$ cat config.mk
export PLATFORM = sky130hd
export DESIGN_NAME = matrix_uart_printer_flat
export DESIGN_NICKNAME = d
export VERILOG_FILES = /design/src/rtl/matrix_uart_printer_if.sv /design/src/rtl/matrix_uart_printer.sv /design/src/flat_wrapper.sv
export SDC_FILE = /design/constraint.sdc
export NUM_CORES = 1
export LEC_CHECK = 0
export ABC_AREA = 1
export CAP_MARGIN = 5
export CORE_ASPECT_RATIO = 0.8
export CORE_MARGIN = 5
export CORE_UTILIZATION = 47
export CTS_CLUSTER_SIZE = 14
export DETAILED_ROUTE_END_ITERATION = 12
export PLACE_DENSITY = 0.77
export RECOVER_POWER = 25
export SYNTH_ARGS = -nofsm -noshare
export SYNTH_HDL_FRONTEND = slang
export SYNTH_SLANG_ARGS = --single-unit
$ cat constraint.sdc
create_clock -name clk -period 13.77 [get_ports clk]
set_clock_uncertainty 0.05 [all_clocks]
set_input_delay 3.4425 -clock clk [delete_from_list [all_inputs] [get_ports clk]]
set_output_delay 3.4425 -clock clk [all_outputs]
set_load 0.02 [all_outputs]
$ cat src/rtl/matrix_uart_printer_if.sv
// Bundle between the matrix printer, the matrix storage and the UART transmitter.
interface matrix_uart_printer_if #(
    parameter int unsigned DATA_W  = 8,
    parameter int unsigned MAX_DIM = 5,
    parameter int unsigned DIM_W   = 3
);
    logic                                start;
    logic [DIM_W-1:0]                    row;
    logic [DIM_W-1:0]                    col;
    logic [MAX_DIM*MAX_DIM*DATA_W-1:0]   data_flat;
    logic                                busy;
    logic                                done;
    logic                                err;
    logic [7:0]                          tx_data;
    logic                                tx_start;
    logic                                tx_busy;

    // Printer side
    modport master (
        input  start, row, col, data_flat, tx_busy,
        output busy, done, err, tx_data, tx_start
    );

    // Storage / UART side
    modport slave (
        output start, row, col, data_flat, tx_busy,
        input  busy, done, err, tx_data, tx_start
    );
endinterface

$ cat src/rtl/matrix_uart_printer.sv
// Matrix-to-UART decimal text formatter.
// Snapshots a row x col matrix on start and prints it row-major as
// leading-zero-suppressed decimal ASCII, space separated, CR LF per row.
// Optional feature macro: MATRIX_PRINTER_SIGNED_EN (two's complement elements,
// '-' prefix, one extra magnitude cycle before conversion).
module matrix_uart_printer #(
    parameter int unsigned DATA_W  = 8,
    parameter int unsigned MAX_DIM = 5,
    parameter int unsigned DIM_W   = 3
) (
    input  logic                  clk,
    input  logic                  rst,
    matrix_uart_printer_if.master bus
);
    localparam int unsigned N_ELEM = MAX_DIM * MAX_DIM;
    localparam int unsigned IDX_W  = (N_ELEM > 1) ? $clog2(N_ELEM) : 1;
    localparam int unsigned PROD_W = 2 * DIM_W;
    localparam int unsigned N_DIG  = (DATA_W * 30103) / 100000 + 1;
    localparam int unsigned BCD_W  = 4 * N_DIG;
    localparam int unsigned DIG_W  = (N_DIG > 1) ? $clog2(N_DIG) : 1;
    localparam int unsigned CNT_W  = $clog2(DATA_W);

    typedef enum logic [3:0] {
        S_IDLE, S_NEG, S_CONV, S_MINUS, S_EMIT, S_SEP, S_LF, S_DONE, S_WAIT_REL
    } state_t;

    typedef enum logic [1:0] {H_SEND, H_STROBE, H_GUARD, H_WAIT} hs_t;

`ifdef MATRIX_PRINTER_SIGNED_EN
    localparam state_t CONV_ENTRY = S_NEG;
`else
    localparam state_t CONV_ENTRY = S_CONV;
`endif

    state_t               state_q;
    hs_t                  hs_q;
    logic [DATA_W-1:0]    elem_q [N_ELEM];
    logic [DIM_W-1:0]     row_q, col_q, r_q, c_q;
    logic [CNT_W-1:0]     cnt_q;
    logic [BCD_W-1:0]     bcd_q;
    logic [DIG_W-1:0]     dig_q;
    logic                 busy_q, done_q, err_q, tx_start_q;
    logic [7:0]           tx_data_q;
`ifdef MATRIX_PRINTER_SIGNED_EN
    logic [DATA_W-1:0]    mag_q;
    logic                 neg_q;
`endif

    logic [PROD_W-1:0]    prod_c;
    logic [IDX_W-1:0]     idx_c;
    logic [DATA_W-1:0]    elem_c;
    logic [DATA_W-1:0]    src_c;
    logic                 in_bit_c;
    logic [BCD_W-1:0]     bcd_adj_c;
    logic [BCD_W-1:0]     bcd_nxt_c;
    logic [DIG_W-1:0]     lead_c;
    logic [3:0]           digit_c;
    logic                 last_col_c, last_row_c, bad_dim_c;
    logic [7:0]           byte_c;

    assign bus.busy     = busy_q;
    assign bus.done     = done_q;
    assign bus.err      = err_q;
    assign bus.tx_data  = tx_data_q;
    assign bus.tx_start = tx_start_q;

    // Element fetch, double-dabble step, leading-digit search and byte selection
    always_comb begin
        prod_c = PROD_W'(r_q) * PROD_W'(col_q);
        idx_c  = IDX_W'(prod_c) + IDX_W'(c_q);
        elem_c = elem_q[idx_c];
`ifdef MATRIX_PRINTER_SIGNED_EN
        src_c  = mag_q;
`else
        src_c  = elem_c;
`endif
        in_bit_c = src_c[CNT_W'(DATA_W - 1) - cnt_q];

        bcd_adj_c = bcd_q;
        for (int i = 0; i < int'(N_DIG); i++) begin
            if (bcd_q[i*4 +: 4] >= 4'd5) begin
                bcd_adj_c[i*4 +: 4] = bcd_q[i*4 +: 4] + 4'd3;
            end
        end
        bcd_nxt_c = BCD_W'({bcd_adj_c, in_bit_c});

        lead_c = '0;
        for (int i = 0; i < int'(N_DIG); i++) begin
            if (bcd_nxt_c[i*4 +: 4] != 4'd0) begin
                lead_c = DIG_W'(i);
            end
        end

        digit_c    = 4'(bcd_q >> {dig_q, 2'b00});
        last_col_c = (c_q == col_q - DIM_W'(1));
        last_row_c = (r_q == row_q - DIM_W'(1));
        bad_dim_c  = (bus.row == '0) || (bus.col == '0) ||
                     (bus.row > DIM_W'(MAX_DIM)) || (bus.col > DIM_W'(MAX_DIM));

        case (state_q)
            S_MINUS: byte_c = 8'h2D;
            S_EMIT:  byte_c = 8'h30 | {4'h0, digit_c};
            S_SEP:   byte_c = last_col_c ? 8'h0D : 8'h20;
            S_LF:    byte_c = 8'h0A;
            default: byte_c = 8'h00;
        endcase
    end

    // Control FSM with byte handshake sub-phase; all outputs registered
    always_ff @(posedge clk) begin
        if (rst) begin
            state_q    <= S_IDLE;
            hs_q       <= H_SEND;
            row_q      <= '0;
            col_q      <= '0;
            r_q        <= '0;
            c_q        <= '0;
            cnt_q      <= '0;
            bcd_q      <= '0;
            dig_q      <= '0;
            busy_q     <= 1'b0;
            done_q     <= 1'b0;
            err_q      <= 1'b0;
            tx_start_q <= 1'b0;
            tx_data_q  <= 8'h00;
`ifdef MATRIX_PRINTER_SIGNED_EN
            mag_q      <= '0;
            neg_q      <= 1'b0;
`endif
        end else begin
            done_q     <= 1'b0;
            err_q      <= 1'b0;
            tx_start_q <= 1'b0;
            case (state_q)
                S_IDLE: begin
                    if (bus.start) begin
                        if (bad_dim_c) begin
                            err_q <= 1'b1;
                        end else begin
                            for (int k = 0; k < int'(N_ELEM); k++) begin
                                elem_q[k] <= bus.data_flat[k*DATA_W +: DATA_W];
                            end
                            row_q   <= bus.row;
                            col_q   <= bus.col;
                            r_q     <= '0;
                            c_q     <= '0;
                            cnt_q   <= '0;
                            bcd_q   <= '0;
                            hs_q    <= H_SEND;
                            busy_q  <= 1'b1;
                            state_q <= CONV_ENTRY;
                        end
                    end
                end
`ifdef MATRIX_PRINTER_SIGNED_EN
                S_NEG: begin
                    neg_q   <= elem_c[DATA_W-1];
                    mag_q   <= elem_c[DATA_W-1] ? (DATA_W'(0) - elem_c) : elem_c;
                    state_q <= S_CONV;
                end
`endif
                S_CONV: begin
                    bcd_q <= bcd_nxt_c;
                    cnt_q <= cnt_q + CNT_W'(1);
                    if (cnt_q == CNT_W'(DATA_W - 1)) begin
                        dig_q <= lead_c;
`ifdef MATRIX_PRINTER_SIGNED_EN
                        state_q <= neg_q ? S_MINUS : S_EMIT;
`else
                        state_q <= S_EMIT;
`endif
                    end
                end
                S_MINUS, S_EMIT, S_SEP, S_LF: begin
                    case (hs_q)
                        H_SEND: begin
                            if (!bus.tx_busy) begin
                                tx_start_q <= 1'b1;
                                tx_data_q  <= byte_c;
                                hs_q       <= H_STROBE;
                            end
                        end
                        H_STROBE: hs_q <= H_GUARD;
                        H_GUARD:  hs_q <= H_WAIT;
                        default: begin
                            if (!bus.tx_busy) begin
                                hs_q <= H_SEND;
                                case (state_q)
                                    S_MINUS: state_q <= S_EMIT;
                                    S_EMIT: begin
                                        if (dig_q == '0) state_q <= S_SEP;
                                        else             dig_q   <= dig_q - DIG_W'(1);
                                    end
                                    S_SEP: begin
                                        if (last_col_c) begin
                                            state_q <= S_LF;
                                        end else begin
                                            c_q     <= c_q + DIM_W'(1);
                                            cnt_q   <= '0;
                                            bcd_q   <= '0;
                                            state_q <= CONV_ENTRY;
                                        end
                                    end
                                    default: begin
                                        c_q <= '0;
                                        if (last_row_c) begin
                                            busy_q  <= 1'b0;
                                            done_q  <= 1'b1;
                                            state_q <= S_DONE;
                                        end else begin
                                            r_q     <= r_q + DIM_W'(1);
                                            cnt_q   <= '0;
                                            bcd_q   <= '0;
                                            state_q <= CONV_ENTRY;
                                        end
                                    end
                                endcase
                            end
                        end
                    endcase
                end
                S_DONE: state_q <= S_WAIT_REL;
                S_WAIT_REL: begin
                    if (!bus.start) state_q <= S_IDLE;
                end
                default: state_q <= S_IDLE;
            endcase
        end
    end
endmodule

$ cat src/flat_wrapper.sv
// flat-port wrapper written by rule: the top's interface ports become plain ports
module matrix_uart_printer_flat 
#(
    parameter int unsigned DATA_W  = 8,
    parameter int unsigned MAX_DIM = 5,
    parameter int unsigned DIM_W   = 3
)
  (clk, rst, bus_start, bus_row, bus_col, bus_data_flat, bus_tx_busy, bus_busy, bus_done, bus_err, bus_tx_data, bus_tx_start);
  matrix_uart_printer_if #(.DATA_W(DATA_W), .MAX_DIM(MAX_DIM), .DIM_W(DIM_W)) bus_i ();
  input  logic clk;
  input  logic rst;
  input wire logic [$bits(bus_i.start)-1:0] bus_start;
  input wire logic [$bits(bus_i.row)-1:0] bus_row;
  input wire logic [$bits(bus_i.col)-1:0] bus_col;
  input wire logic [$bits(bus_i.data_flat)-1:0] bus_data_flat;
  input wire logic [$bits(bus_i.tx_busy)-1:0] bus_tx_busy;
  output wire logic [$bits(bus_i.busy)-1:0] bus_busy;
  output wire logic [$bits(bus_i.done)-1:0] bus_done;
  output wire logic [$bits(bus_i.err)-1:0] bus_err;
  output wire logic [$bits(bus_i.tx_data)-1:0] bus_tx_data;
  output wire logic [$bits(bus_i.tx_start)-1:0] bus_tx_start;
  assign bus_i.start = bus_start;
  assign bus_i.row = bus_row;
  assign bus_i.col = bus_col;
  assign bus_i.data_flat = bus_data_flat;
  assign bus_i.tx_busy = bus_tx_busy;
  assign bus_busy = bus_i.busy;
  assign bus_done = bus_i.done;
  assign bus_err = bus_i.err;
  assign bus_tx_data = bus_i.tx_data;
  assign bus_tx_start = bus_i.tx_start;
  matrix_uart_printer #(.DATA_W(DATA_W), .MAX_DIM(MAX_DIM), .DIM_W(DIM_W)) u_core (.clk(clk), .rst(rst), .bus(bus_i));
endmodule
==> summary.txt, run 1 <==
Routing
  • Via density: 5.24
  • DRT Pass-1 Iters: 5
  • WL/cell: 17.6 µm
  • DRT iter0 DRCs: 838
  • Routed WL: 28400 µm
  • Remaining DRCs: 0
  • Via count: 8468
  • Final ANT Viol Nets: 0

Pwr
  • PwrDens: 147 nW/µm²
  • Overall power: 2.09 mW
  • Cell leakage power: 5.41 nW
  • IR drop worst, VDD: 0.0979 mV

Final layout
  • Nets: 1520
  • Layout cells sized above 1: 0.0530
  • Fillers: 1867
  • Area grow syn2layout: 29.4%

Die
  • CORE AREA: 23200 µm²
  • Die height: 147 µm
  • Die ar.: 26500 µm²
  • Top Ports: 222
  • Die W: 181 µm
  • Starting Density: 0.472
  • # rows: 50

Clock tree
  • Root Buffer Master: clkbuf_16
  • H-tree levels: 1
  • TritonCTS clock tree: done
  • Total CTS buffers: 25
  • Clock Latency Late Sink: 0.52 ns
  • CTS resizes: 0
  • CTS Hold Bufs: 0
  • Maximum clock path buffer count: 3
  • Post-CTS Setup Inserts: 0
  • CTS Sinks: 245
  • Reg clk slew, reported paths: 0.06 ns

Synth
  • Post-Synthesis Cells: 1080
  • Synthesized area per cell: 10.2 µm²
  • Yosys top cell by area: edfxtp_1
  • Asr flop ratio synth: 0
  • Seq/Total Area, Yosys: 0.630
  • Synth Cell Area: 11000 µm²
  • Post-synth EDFFs: 200
  • Synth Warn #: 0
  • Share of the synthesized area in the top cell type: 0.548
  • Area contributors post-synth: edfxtp_1 (55%), nand2_1 (10%), nand3_1 (9.1%), dfxtp_1 (8.2%), ha_1 (2.7%)
  • Distinct cells, synth: 42
  • Seq cells post-synth: 245
  • Top FF cell, synth: edfxtp_1

GRT
  • Gr ovfl total: 0
  • Total GRT Usage: 0.209
  • First-pass GRT wire length: 44700 µm
  • Vias in the first global route: 8350
  • Pin count of the biggest net entering global routing: 201
  • Initial antenna violation count: 5

STA
  • Max-slew violations: 0
  • F_max: 165 MHz
  • Minimum clock period after layout: 6.04 ns
  • Final Hold Slack: 0.414 ns
  • Final Hold Violating Endpoints: 0
  • RSZ-0062 raised after global routing: false
  • Actual slew at the worst max-slew pin: 1.27 ns
  • Final period utilization: 0.439
  • Final setup fails: 0
  • Setup_tns: 0 ns
  • Slew margin rel.: 0.152

Placed design
  • GP Congestion: 0.855
  • Port Buffers: 219
  • HPWL after DPL: 18900 µm

Run status
  • Status: completed

Setup path
  • Setup crit start kind: input pin
  • Critical setup path kind: in -> reg
  • CP Max Fanout: 200
  • Crit path arrival time: 6.12 ns
  • CP required: 13.85 ns
  • CP endpoint kind: flip-flop
  • R2r setup slk: 9.08 ns

Min path
  • Worst hold-check path type: reg -> reg

Flow run
  • Maxcap violations: 0
==> cells in the final DEF (no fill, tap or decap), drive strengths merged <==
cell,instances
ha,24
nand3,199
mux2i,1
clkbuf,32
clkinvlp,1
nand2,307
inv,77
dfxtp,45
conb,2
buf,6
nor2,49
clkinv,12
fa,3
xnor2,8
or2,5
nor3,7
bufinv,2
dlygate4sd3,113
clkdlybuf4s50,106
o21ai,26
and3,1
edfxtp,200
xor2,7
nor4,1
a21oi,48
a211oi,2
nand4,7
a31oi,1
o31ai,3
o211ai,6
diode,2
o21a,1
==> cell usage after synthesis, types with 2 or more instances <==
| cell type | number |
|---|---|
| nand3_1 | 199 |
| nor3_1 | 6 |
| nor2_1 | 42 |
| inv_1 | 72 |
| buf_4 | 4 |
| clkbuf_1 | 34 |
| nor2_4 | 6 |
| o21ai_0 | 24 |
| buf_1 | 5 |
| nand2_1 | 299 |
| a21oi_2 | 2 |
| or2_2 | 4 |
| nand2_2 | 4 |
| a21oi_1 | 45 |
| edfxtp_1 | 200 |
| clkinv_1 | 3 |
| a211oi_1 | 2 |
| o31ai_1 | 3 |
| o211ai_1 | 6 |
| xnor2_1 | 8 |
| nand2_4 | 4 |
| xor2_1 | 7 |
| dfxtp_1 | 45 |
| nand4_1 | 7 |
| buf_2 | 6 |
| inv_2 | 2 |
| fa_1 | 3 |
| ha_1 | 24 |
==> critical path, cell delays in order <==
cell	delay, ns
clkdlybuf4s50_1	0.52
nor2_1	0.07
mux2i_1	0.15
nand2_1	0.11
nand2_1	0.14
nand3_1	0.16
nor2_4	0.26
nand2_4	0.17
nor2_4	0.13
buf_12	0.57
==> metal layers <==
layer | up-vias | global-route usage | routed length [µm] | part of all wire
met2 | 346 | 0.337 | 13300 | 0.47
met3 | 47 | 0.0446 | 2230 | 0.078
met5 | - | 0 | 35 | 0.0012
li1 | 4102 | - | - | -
met1 | 3965 | 0.295 | 12200 | 0.43
met4 | 8 | 0.0480 | 597 | 0.021
==> registers in the layout (all words and copies together) (netlist names) <==
name / flops
u_core.bus.tx_data: 6
u_core.bus.busy: 1
u_core.elem_q: 200
u_core.r_q: 3
u_core.state_q: 4
u_core.bus.done: 1
u_core.c_q: 3
u_core.dig_q: 2
u_core.row_q: 3
u_core.col_q: 3
u_core.hs_q: 2
u_core.bus.tx_start: 1
u_core.bcd_q: 12
u_core.bus.err: 1
u_core.cnt_q: 3
==> cell type report <==
| class | instances | area [µm²] | area share |
|---|---|---|---|
| inverters | 78 | 298 | 0.0210 |
| repair buffers | 225 | 2250 | 0.159 |
| flip-flops and latches | 245 | 6910 | 0.487 |
| diodes | 2 | 5.00 | 0.000353 |
| clock inverters | 14 | 115 | 0.00811 |
| clock buffers | 32 | 652 | 0.0459 |
| multi-input cells | 708 | 3580 | 0.252 |
| well taps | 312 | 390 | 0.0275 |
==> stage by stage <==
stage | area, µm² | cells | utilization | setup WS [ns]
CTS | 14200 | 1614 | 0.611 | 7.88
floorplan | 11000 | 1081 | - | 0.272
global route | 14200 | 1615 | 0.611 | 7.63
global placement | 13400 | 1568 | 0.578 | 7.47
detailed placement | 13400 | 1568 | 0.578 | 7.32
finish | 14200 | 1616 | 0.611 | 7.73
==> final timing paths <==
check                                      start             endpoint  cells past startpoint
worst max-delay path                  bus_col[2]  u_core.elem_q[2][2]                     10
worst min-delay path            u_core.bcd_q[11]     u_core.bcd_q[11]                      2
worst max register to register     u_core.r_q[0]      u_core.bcd_q[0]                     17
worst min register to register  u_core.bcd_q[11]     u_core.bcd_q[11]                      2
==> report_power, final <==
part | switching (mW) | leakage (nW) | internal [mW]
Clock | 0.275 | 0.367 | 0.371
Sequential | 0.0400 | 2.20 | 0.938
Combinational | 0.302 | 2.84 | 0.163
==> logic make-up (layout without fill, tap and decap cells) <==
logic type | count (synthesis) | in the layout | share of synthesized area
mux | 1 | 1 | 0.000913
flops | 245 | 245 | 0.630
compound gates | 87 | 87 | 0.0446
other cells | 1 | 4 | 0.000342
fa+ha+maj | 27 | 27 | 0.0329
simple gates | 576 | 576 | 0.232
buf+inv | 128 | 349 | 0.0470
xor+xnor | 15 | 15 | 0.0120
Power figures use the tool's default switching activity.
==> run 2: changes to the inputs <==
==> constraint.sdc (replaced) <==
create_clock -name clk -period 5.5 [get_ports clk]
set_clock_uncertainty 0.05 [all_clocks]
set_input_delay 1.375 -clock clk [delete_from_list [all_inputs] [get_ports clk]]
set_output_delay 1.375 -clock clk [all_outputs]
set_load 0.02 [all_outputs]
==> summary.txt, run 2 (same netlist as run 1, synthesis figures left out) <==
Placed design
  • Port Buffers: 219 (unchanged)
  • GP Congestion: 0.872 (was 0.855)
  • HPWL after DPL: 20100 µm (was 18900 µm)

Final layout
  • Fillers: 1850 (was 1867)
  • Nets: 1526 (was 1520)
  • Layout cells sized above 1: 0.0665 (was 0.0530)
  • Largest register FFs: 200 (unchanged)
  • Commonest non-fill, non-tap cell in the layout: nand2_1 (unchanged)
  • Commonest cells after routing, fill and taps aside: nand2_1 (298), edfxtp_1 (200), nand3_1 (198), dlygate4sd3_1 (113), clkdlybuf4s50_1 (106) (was nand2_1 (299), edfxtp_1 (200), nand3_1 (199), dlygate4sd3_1 (113), clkdlybuf4s50_1 (106))
  • Largest register by flop count: u_core.elem_q (unchanged)
  • Area grow syn2layout: 31.1% (was 29.4%)

Setup path
  • R2r setup slk: 1.38 ns (was 9.08 ns)
  • Crit path arrival time: 4.47 ns (was 6.12 ns)
  • Critical setup path kind: reg -> reg (was in -> reg)
  • Crit path cell chain: nand2_1, fa_1, inv_1, fa_1, fa_1, buf_4, inv_1, buf_4, nand3_1, nand3_1, nand2_1, nand2_1, nand3_1, nand3_1, nand2_1, nand2_1, nand3_1, a21oi_1 (was clkdlybuf4s50_1, nor2_1, mux2i_1, nand2_1, nand2_1, nand3_1, nor2_4, nand2_4, nor2_4, buf_12)
  • Setup crit start kind: flip-flop (was input pin)
  • CP required: 5.85 ns (was 13.85 ns)
  • CP Max Fanout: 25 (was 200)
  • Dominant delay contributor by cell family on the critical path: adder cells (was buffers and inverters)
  • CP max stage cell: fa_1 (was buf_12)
  • CP endpoint kind: flip-flop (unchanged)
  • Worst path bufs/invs: 4 (was 2)
  • CP max stage delay: 0.56 ns (was 0.57 ns)

Clock tree
  • H-tree levels: 1 (unchanged)
  • TritonCTS clock tree: done (unchanged)
  • CTS resizes: 0 (unchanged)
  • Root Buffer Master: clkbuf_16 (unchanged)
  • Clock Latency Late Sink: 0.53 ns (was 0.52 ns)
  • Reg clk slew, reported paths: 0.06 ns (about the same)
  • Maximum clock path buffer count: 3 (unchanged)
  • CTS Hold Bufs: 0 (unchanged)
  • Total CTS buffers: 26 (was 25)
  • Post-CTS Setup Inserts: 0 (unchanged)
  • CTS Sinks: 245 (unchanged)

STA
  • Minimum clock period after layout: 4.12 ns
  • Final Hold Violating Endpoints: 0 (unchanged)
  • Final period utilization: 0.749
  • Final setup fails: 0 (unchanged)
  • Actual slew at the worst max-slew pin: 1.06 ns (was 1.27 ns)
  • F_max: 243 MHz
  • RSZ-0062 raised after global routing: false (unchanged)
  • Final Hold Slack: 0.412 ns (was 0.414 ns)
  • Slew margin rel.: 0.292 (was 0.152)
  • Max-slew violations: 0 (unchanged)

Pwr
  • PwrDens: 377 nW/µm² (was 147 nW/µm²)
  • Overall power: 5.42 mW (was 2.09 mW)
  • IR drop worst, VDD: 0.250 mV (was 0.0979 mV)
  • Cell leakage power: 5.50 nW (was 5.41 nW)

Routing
  • Routed WL: 28800 µm (was 28400 µm)
  • Via count: 8517 (was 8468)
  • Via density: 5.25 (was 5.24)
  • Final ANT Viol Nets: 0 (unchanged)
  • DRT Pass-1 Iters: 5 (unchanged)
  • DRT iter0 DRCs: 832 (was 838)
  • Remaining DRCs: 0 (unchanged)
  • WL/cell: 17.8 µm (was 17.6 µm)

GRT
  • Total GRT Usage: 0.212 (was 0.209)
  • Initial antenna violation count: 5 (unchanged)
  • Vias in the first global route: 8370 (was 8350)
  • First-pass GRT wire length: 45300 µm (was 44700 µm)
  • Pin count of the biggest net entering global routing: 98 (was 201)
  • Gr ovfl total: 0 (unchanged)

Die
  • Die W: 181 µm (unchanged)
  • Die height: 147 µm (unchanged)
  • Starting Density: 0.472 (unchanged)
  • Top Ports: 222 (unchanged)
  • # rows: 50 (unchanged)
  • CORE AREA: 23200 µm² (unchanged)
  • Die ar.: 26500 µm² (unchanged)

Min path
  • Worst hold-check path type: reg -> reg (unchanged)

Flow run
  • Maxcap violations: 0 (unchanged)

Run status
  • Status: completed (unchanged)
run 2: cell types whose count changed in the layout (fill, tap and decap cells not counted), moves of 3 or more:
| cell | change |
|---|---|
| clkinv_2 | +5 |
| clkbuf_1 | -4 |
| clkinv_1 | -6 |
| buf_4 | +3 |
run 2: worst paths after layout:
kind	start	to	cells after the start
worst max-delay path	u_core.r_q[0]	u_core.bcd_q[0]	18
worst min-delay path	u_core.bcd_q[11]	u_core.bcd_q[11]	2
worst max register to register	u_core.r_q[0]	u_core.bcd_q[0]	18
worst min register to register	u_core.bcd_q[11]	u_core.bcd_q[11]	2
run 2: layout make-up:
cell class | instances | area [µm²] | share of cell area
clock inverter | 17 | 194 | 0.0135
clock buffer | 30 | 687 | 0.0478
tap | 312 | 390 | 0.0272
multi-input combinational | 708 | 3580 | 0.249
sequential | 245 | 6910 | 0.481
inverter | 78 | 298 | 0.0207
timing repair buffer | 230 | 2310 | 0.161
antenna | 1 | 2.50 | 0.000174
run 2: metal layers:
layer  up-vias  track usage  wire length, µm  part of all wire
met5         -            0               42            0.0015
met3        59       0.0598             2520             0.088
met1      3965        0.288            12200              0.42
met2       365        0.344            13400              0.46
li1       4120            -                -                 -
met4         8       0.0491              673             0.023
run 2: worst min-delay path, stage by stage (launching register included):
cell     delay [ns]
dfxtp_1        0.31
nand2_1        0.06
a21oi_1        0.05
run 2: report_power, final:
group	total [mW]	internal (mW)	switching [mW]	leakage, nW
logic	1.18	0.429	0.751	2.88
registers	2.44	2.34	0.100	2.20
clock network	1.80	1.08	0.720	0.430
run 2: per-stage QoR:
stage / instances / area, µm² / setup WS, ns / TNS [ns] / utilization
final: 1621 / 14400 / 1.38 / 0 / 0.619
after global routing: 1621 / 14400 / 1.02 / 0 / 0.619
after CTS: 1620 / 14400 / 1.39 / 0 / 0.619
after detailed placement: 1573 / 13500 / 1.23 / 0 / 0.581
after global placement: 1573 / 13500 / 1.31 / 0 / 0.581
after floorplan: 1081 / 11000 / -0.109 / -21.88 / -
==> variant 1 (settings of run 1) <==
Build with the macro `MATRIX_PRINTER_SIGNED_EN` defined.
--- a/src/rtl/matrix_uart_printer.sv
+++ b/src/rtl/matrix_uart_printer.sv
@@ -4,4 +4,6 @@
 // Optional feature macro: MATRIX_PRINTER_SIGNED_EN (two's complement elements,
 // '-' prefix, one extra magnitude cycle before conversion).
+`define MATRIX_PRINTER_SIGNED_EN
+
 module matrix_uart_printer #(
     parameter int unsigned DATA_W  = 8,
Formal check against the unedited RTL: no difference found for any inputs over 4 cycles, from zero or initial values and one cycle with rst high; that may be too few to reach the edited logic, so the function may still have changed.
==> variant 1 against run 1 <==
Worst setup slack gained 0.19 ns. Critical path type unchanged. Area after synthesis increased by 6.3%. Routed wire length is 5.1% higher. Critical endpoint is now u_core.elem_q[7][0]$_DFFE_PP_. Cell area grew 4.6%. Sequential cell count is 9 higher. Count of clock-buffer cells in the layout is the same. Largest cell class unchanged. Sequential share of layout area fell by 0.91 points. Cell count grew 7.1%. Synthesized cell count rose by 9.6%.
Power is not compared: it rests on default switching activity, and its combinational part moved more than twofold at a synthesized area within 25%.
==> variant 1: results (changes against run 1) <==
outcome=finished, final reports clean (unchanged); Final Non-Filler Cells=1,730 (was 1,616); Skew-Pair Late Insertion Delay=0.54 ns (was 0.52 ns); M3 GR Usage=0.0478 (was 0.0446); placed cell area=14,000 sq um (was 13,400 sq um); Reg area=7090 sq um (was 6910 sq um); fillers=1,979 (was 1,867); Commonest cells post-synth=nand2_1, edfxtp_1, nand3_1 (unchanged); GRT Util Overall=0.210 (was 0.209); share of cells above drive strength 1=0.0540 (was 0.0530); gpl congestion=0.881 (was 0.855); crit path to=u_core.elem_q[7][0]$_DFFE_PP_ (was u_core.elem_q[2][2]$_DFFE_PP_); sequential share of the synthesized area=0.608 (was 0.630); highest cell delay on the worst timing path=0.61 ns (was 0.57 ns); met1 Usage GRT=0.283 (was 0.295); Detailed Route Iter0 Violations=672 (was 838); Synth area leaders=edfxtp_1, dfxtp_1, nand2_1 (was edfxtp_1, nand2_1, nand3_1); Clock Sinks=254 (was 245); post-layout min period=5.85 ns (was 6.04 ns); detailed placement HPWL=20,700 um (was 18,900 um); M2 GR Usage=0.344 (was 0.337); distinct cell type count after synthesis=47 (was 42); global-route wire length before repair=46,300 um (was 44,700 um); flop-to-flop setup slack=9.22 ns (was 9.08 ns); Non-clk invs=117 (was 78); DR vias/cell=5.31 (was 5.24); Metal-1 WL=12,400 um (was 12,200 um); synthesized area per cell=9.85 sq um (was 10.2 sq um); n_taps=318 (was 312); Final nets=1,625 (was 1,520); vias in the first global route=8,972 (was 8,350); Hold Startpoint=u_core.bus.tx_data[2]$_SDFFE_PP0P_ (was u_core.bcd_q[11]$_SDFFE_PP0P_); #MultiIn Comb=759 (was 708); CTS buffer count=27 (was 25)
variant 1: cell types whose count changed after synthesis, moves of 6 or more:
cell,before,now
a21oi_1,45,59
buf_2,6,27
buf_6,1,7
clkbuf_1,34,15
dfxtp_1,45,54
inv_1,72,111
nand2_1,299,255
nand3_1,199,127
nor2_1,42,103
o211ai_1,6,22
o21ai_0,24,85
o21ai_1,1,13
variant 1: cell families (layout without fill, tap and decap cells):
logic type,after synthesis,after routing,share of synthesized area
other,1,6,0.000322
buffers and inverters,172,395,0.0645
DFF,254,254,0.608
xor gates and xnor gates,12,12,0.00901
and+or+nand+nor,522,522,0.193
adders and majority gates,28,28,0.0320
AOI/OAI and AO/OA,195,195,0.0929
variant 1: report_power, final:
| group | internal [uW] | switching [uW] | leakage [uW] | total, uW |
|---|---|---|---|---|
| Sequential | 986 | 55.0 | 0.00227 | 1040 |
| Clock | 360 | 295 | 0.000376 | 655 |
| Combinational | 324 | 652 | 0.00313 | 976 |
variant 1: how the worst min path moves through the flow:
stage / to / slack, ns / depth (start not counted)
3_3_place_gp: u_core.bus.tx_data[0]$_SDFFE_PP0P_ / 0.40 / 2
2_1_floorplan: u_core.row_q[1]$_SDFFE_PP0P_ / 0.38 / 2
6_report: u_core.bus.tx_data[2]$_SDFFE_PP0P_ / 0.42 / 2
3_5_place_dp: u_core.mag_q[1]$_SDFFE_PP0P_ / 0.41 / 2
5_1_grt: u_core.bus.tx_data[2]$_SDFFE_PP0P_ / 0.43 / 2
4_1_cts: u_core.bus.tx_data[2]$_SDFFE_PP0P_ / 0.42 / 2
variant 1: worst max-delay path: cells and delay by family:
kind / cells / cell delay (ns)
buffers and inverters: 4 / 1.25
AND/OR/NAND/NOR: 6 / 0.74
AO/OA/AOI/OAI: 2 / 0.27
==> variant 2 (config.mk and constraints of run 1) <==
Without the edit above. Re-encode `state_t` (9 states) as one-hot, 9 bits wide.
--- a/src/rtl/matrix_uart_printer.sv
+++ b/src/rtl/matrix_uart_printer.sv
@@ -21,6 +21,6 @@
     localparam int unsigned CNT_W  = $clog2(DATA_W);
 
-    typedef enum logic [3:0] {
-        S_IDLE, S_NEG, S_CONV, S_MINUS, S_EMIT, S_SEP, S_LF, S_DONE, S_WAIT_REL
+    typedef enum logic [8:0] {
+        S_IDLE = 9'b000000001, S_NEG = 9'b000000010, S_CONV = 9'b000000100, S_MINUS = 9'b000001000, S_EMIT = 9'b000010000, S_SEP = 9'b000100000, S_LF = 9'b001000000, S_DONE = 9'b010000000, S_WAIT_REL = 9'b100000000
     } state_t;
 
Check against the original RTL: no difference found for any inputs over 4 cycles, from zero or initial values and one cycle with rst high; so few cycles prove little.
==> variant 2 against run 1 <==
Worst setup slack lost 0.18 ns. Non-clock buffer count is the same. Sequential cell count increased by 3. Largest cell class unchanged. Area after synthesis rose by 0.74%. Hold slack worse by 0.0017 ns. Routed wire length grew 1.1%. Cell area increased by 0.64%. Total power up 14%. Sequential share of layout area rose by 0.11 points. Critical path depth fell by 5.
==> variant 2: results (changes against run 1) <==
Slew @ Worst Pin=1.22 ns (was 1.27 ns); global-route wire length before repair=45,500 um (was 44,700 um); Synth area leaders=edfxtp_1, nand2_1, nand3_1 (unchanged); WP data arrival=6.30 ns (was 6.12 ns); Compound-Gate Fraction of Synth Area=0.0484 (was 0.0446); Synth Instances=1,081 (was 1,080); outcome=finished, final reports clean (unchanged); highest cell delay on the worst timing path=0.84 ns (was 0.57 ns); Vias=8,425 (was 8,468); Commonest cells post-synth=nand2_1, nand3_1, edfxtp_1 (was nand2_1, edfxtp_1, nand3_1); Synth Area in Adders=0.0338 (was 0.0329); detailed placement HPWL=19,500 um (was 18,900 um); Placed Cells=1,571 (was 1,568); CP Launch Point=rst (was bus_col[2]); Hold Startpoint=u_core.row_q[1]$_SDFFE_PP0P_ (was u_core.bcd_q[11]$_SDFFE_PP0P_); M2 GR Usage=0.341 (was 0.337); gpl congestion=0.874 (was 0.855); internal power=1540 uW (was 1470 uW); sequential share of the synthesized area=0.631 (was 0.630); fillers=1,879 (was 1,867); depth of the CTS H-tree=1 (unchanged); Synth Area in XOR/XNOR=0.0111 (was 0.0120); initial antenna violation count=1 (was 5); Detailed Route Iter0 Violations=936 (was 838); post-synthesis mux area share=0 (was 0.000913); Leak Pwr=0.00542 uW (was 0.00541 uW); met1 Usage GRT=0.306 (was 0.295); M3 GR Usage=0.0329 (was 0.0446); drt wl/cell=17.8 um (was 17.6 um); CP max stage cell=clkdlybuf4s50_1 (was buf_12); GRT Util Overall=0.212 (was 0.209); share of cells above drive strength 1=0.0537 (was 0.0530); top_reg_cell synth=edfxtp_1 (unchanged); DRT Wirelength=28,700 um (was 28,400 um)
variant 2: cell types whose count changed in the layout (fill, tap and decap cells not counted), moves of 4 or more:
cell	before	now
clkinv_1	11	7
a31oi_1	1	6
o21ai_0	24	37
a21oi_1	45	39
nor2_1	41	33
variant 2: through the flow:
stage | util | worst slack, ns | area (sq um)
after floorplan | - | 0.790 | 11000
after global placement | 0.580 | 7.21 | 13500
after detailed placement | 0.580 | 7.14 | 13500
after CTS | 0.614 | 7.71 | 14300
after global routing | 0.614 | 7.41 | 14300
final | 0.614 | 7.55 | 14300
variant 2: routing by layer:
layer  wire, um  up-vias
met5          0        -
met4        592        0
met3       2090       41
met2      13500      342
met1      12500     3917
li1           -     4125
variant 2: power by group through the flow:
stage	Clock, uW	Sequential, uW	Combinational (uW)
2_1_floorplan	0	943	564
3_3_place_gp	0	927	796
3_5_place_dp	0	929	816
4_1_cts	677	913	821
5_1_grt	707	921	907
6_report	663	914	809
variant 2: cell families (layout without fill, tap and decap cells):
family,after synthesis,in the layout
fa+ha+maj,28,28
flops,248,248
compound gates,94,94
buf+inv,127,349
xor+xnor,14,14
other cells,1,3
simple gates,569,569
variant 2: worst paths after layout:
path | to | slack, ns
max | u_core.elem_q[14][7]$_DFFE_PP_ | 7.55
min | u_core.row_q[1]$_SDFFE_PP0P_ | 0.41
max reg2reg | u_core.bcd_q[0]$_SDFFE_PP0P_ | 9.16
min reg2reg | u_core.row_q[1]$_SDFFE_PP0P_ | 0.41
variant 2: cell type report:
type                            count  area (sq um)  share of cell area
Antenna cell                        1          2.50            0.000175
Clock buffer                       33           656              0.0459
Clock inverter                     12           131             0.00920
Inverter                           79           300              0.0210
Multi-Input combinational cell    707          3590               0.251
Sequential cell                   248          6970               0.488
Tap cell                          312           390              0.0273
Timing Repair Buffer              225          2250               0.157
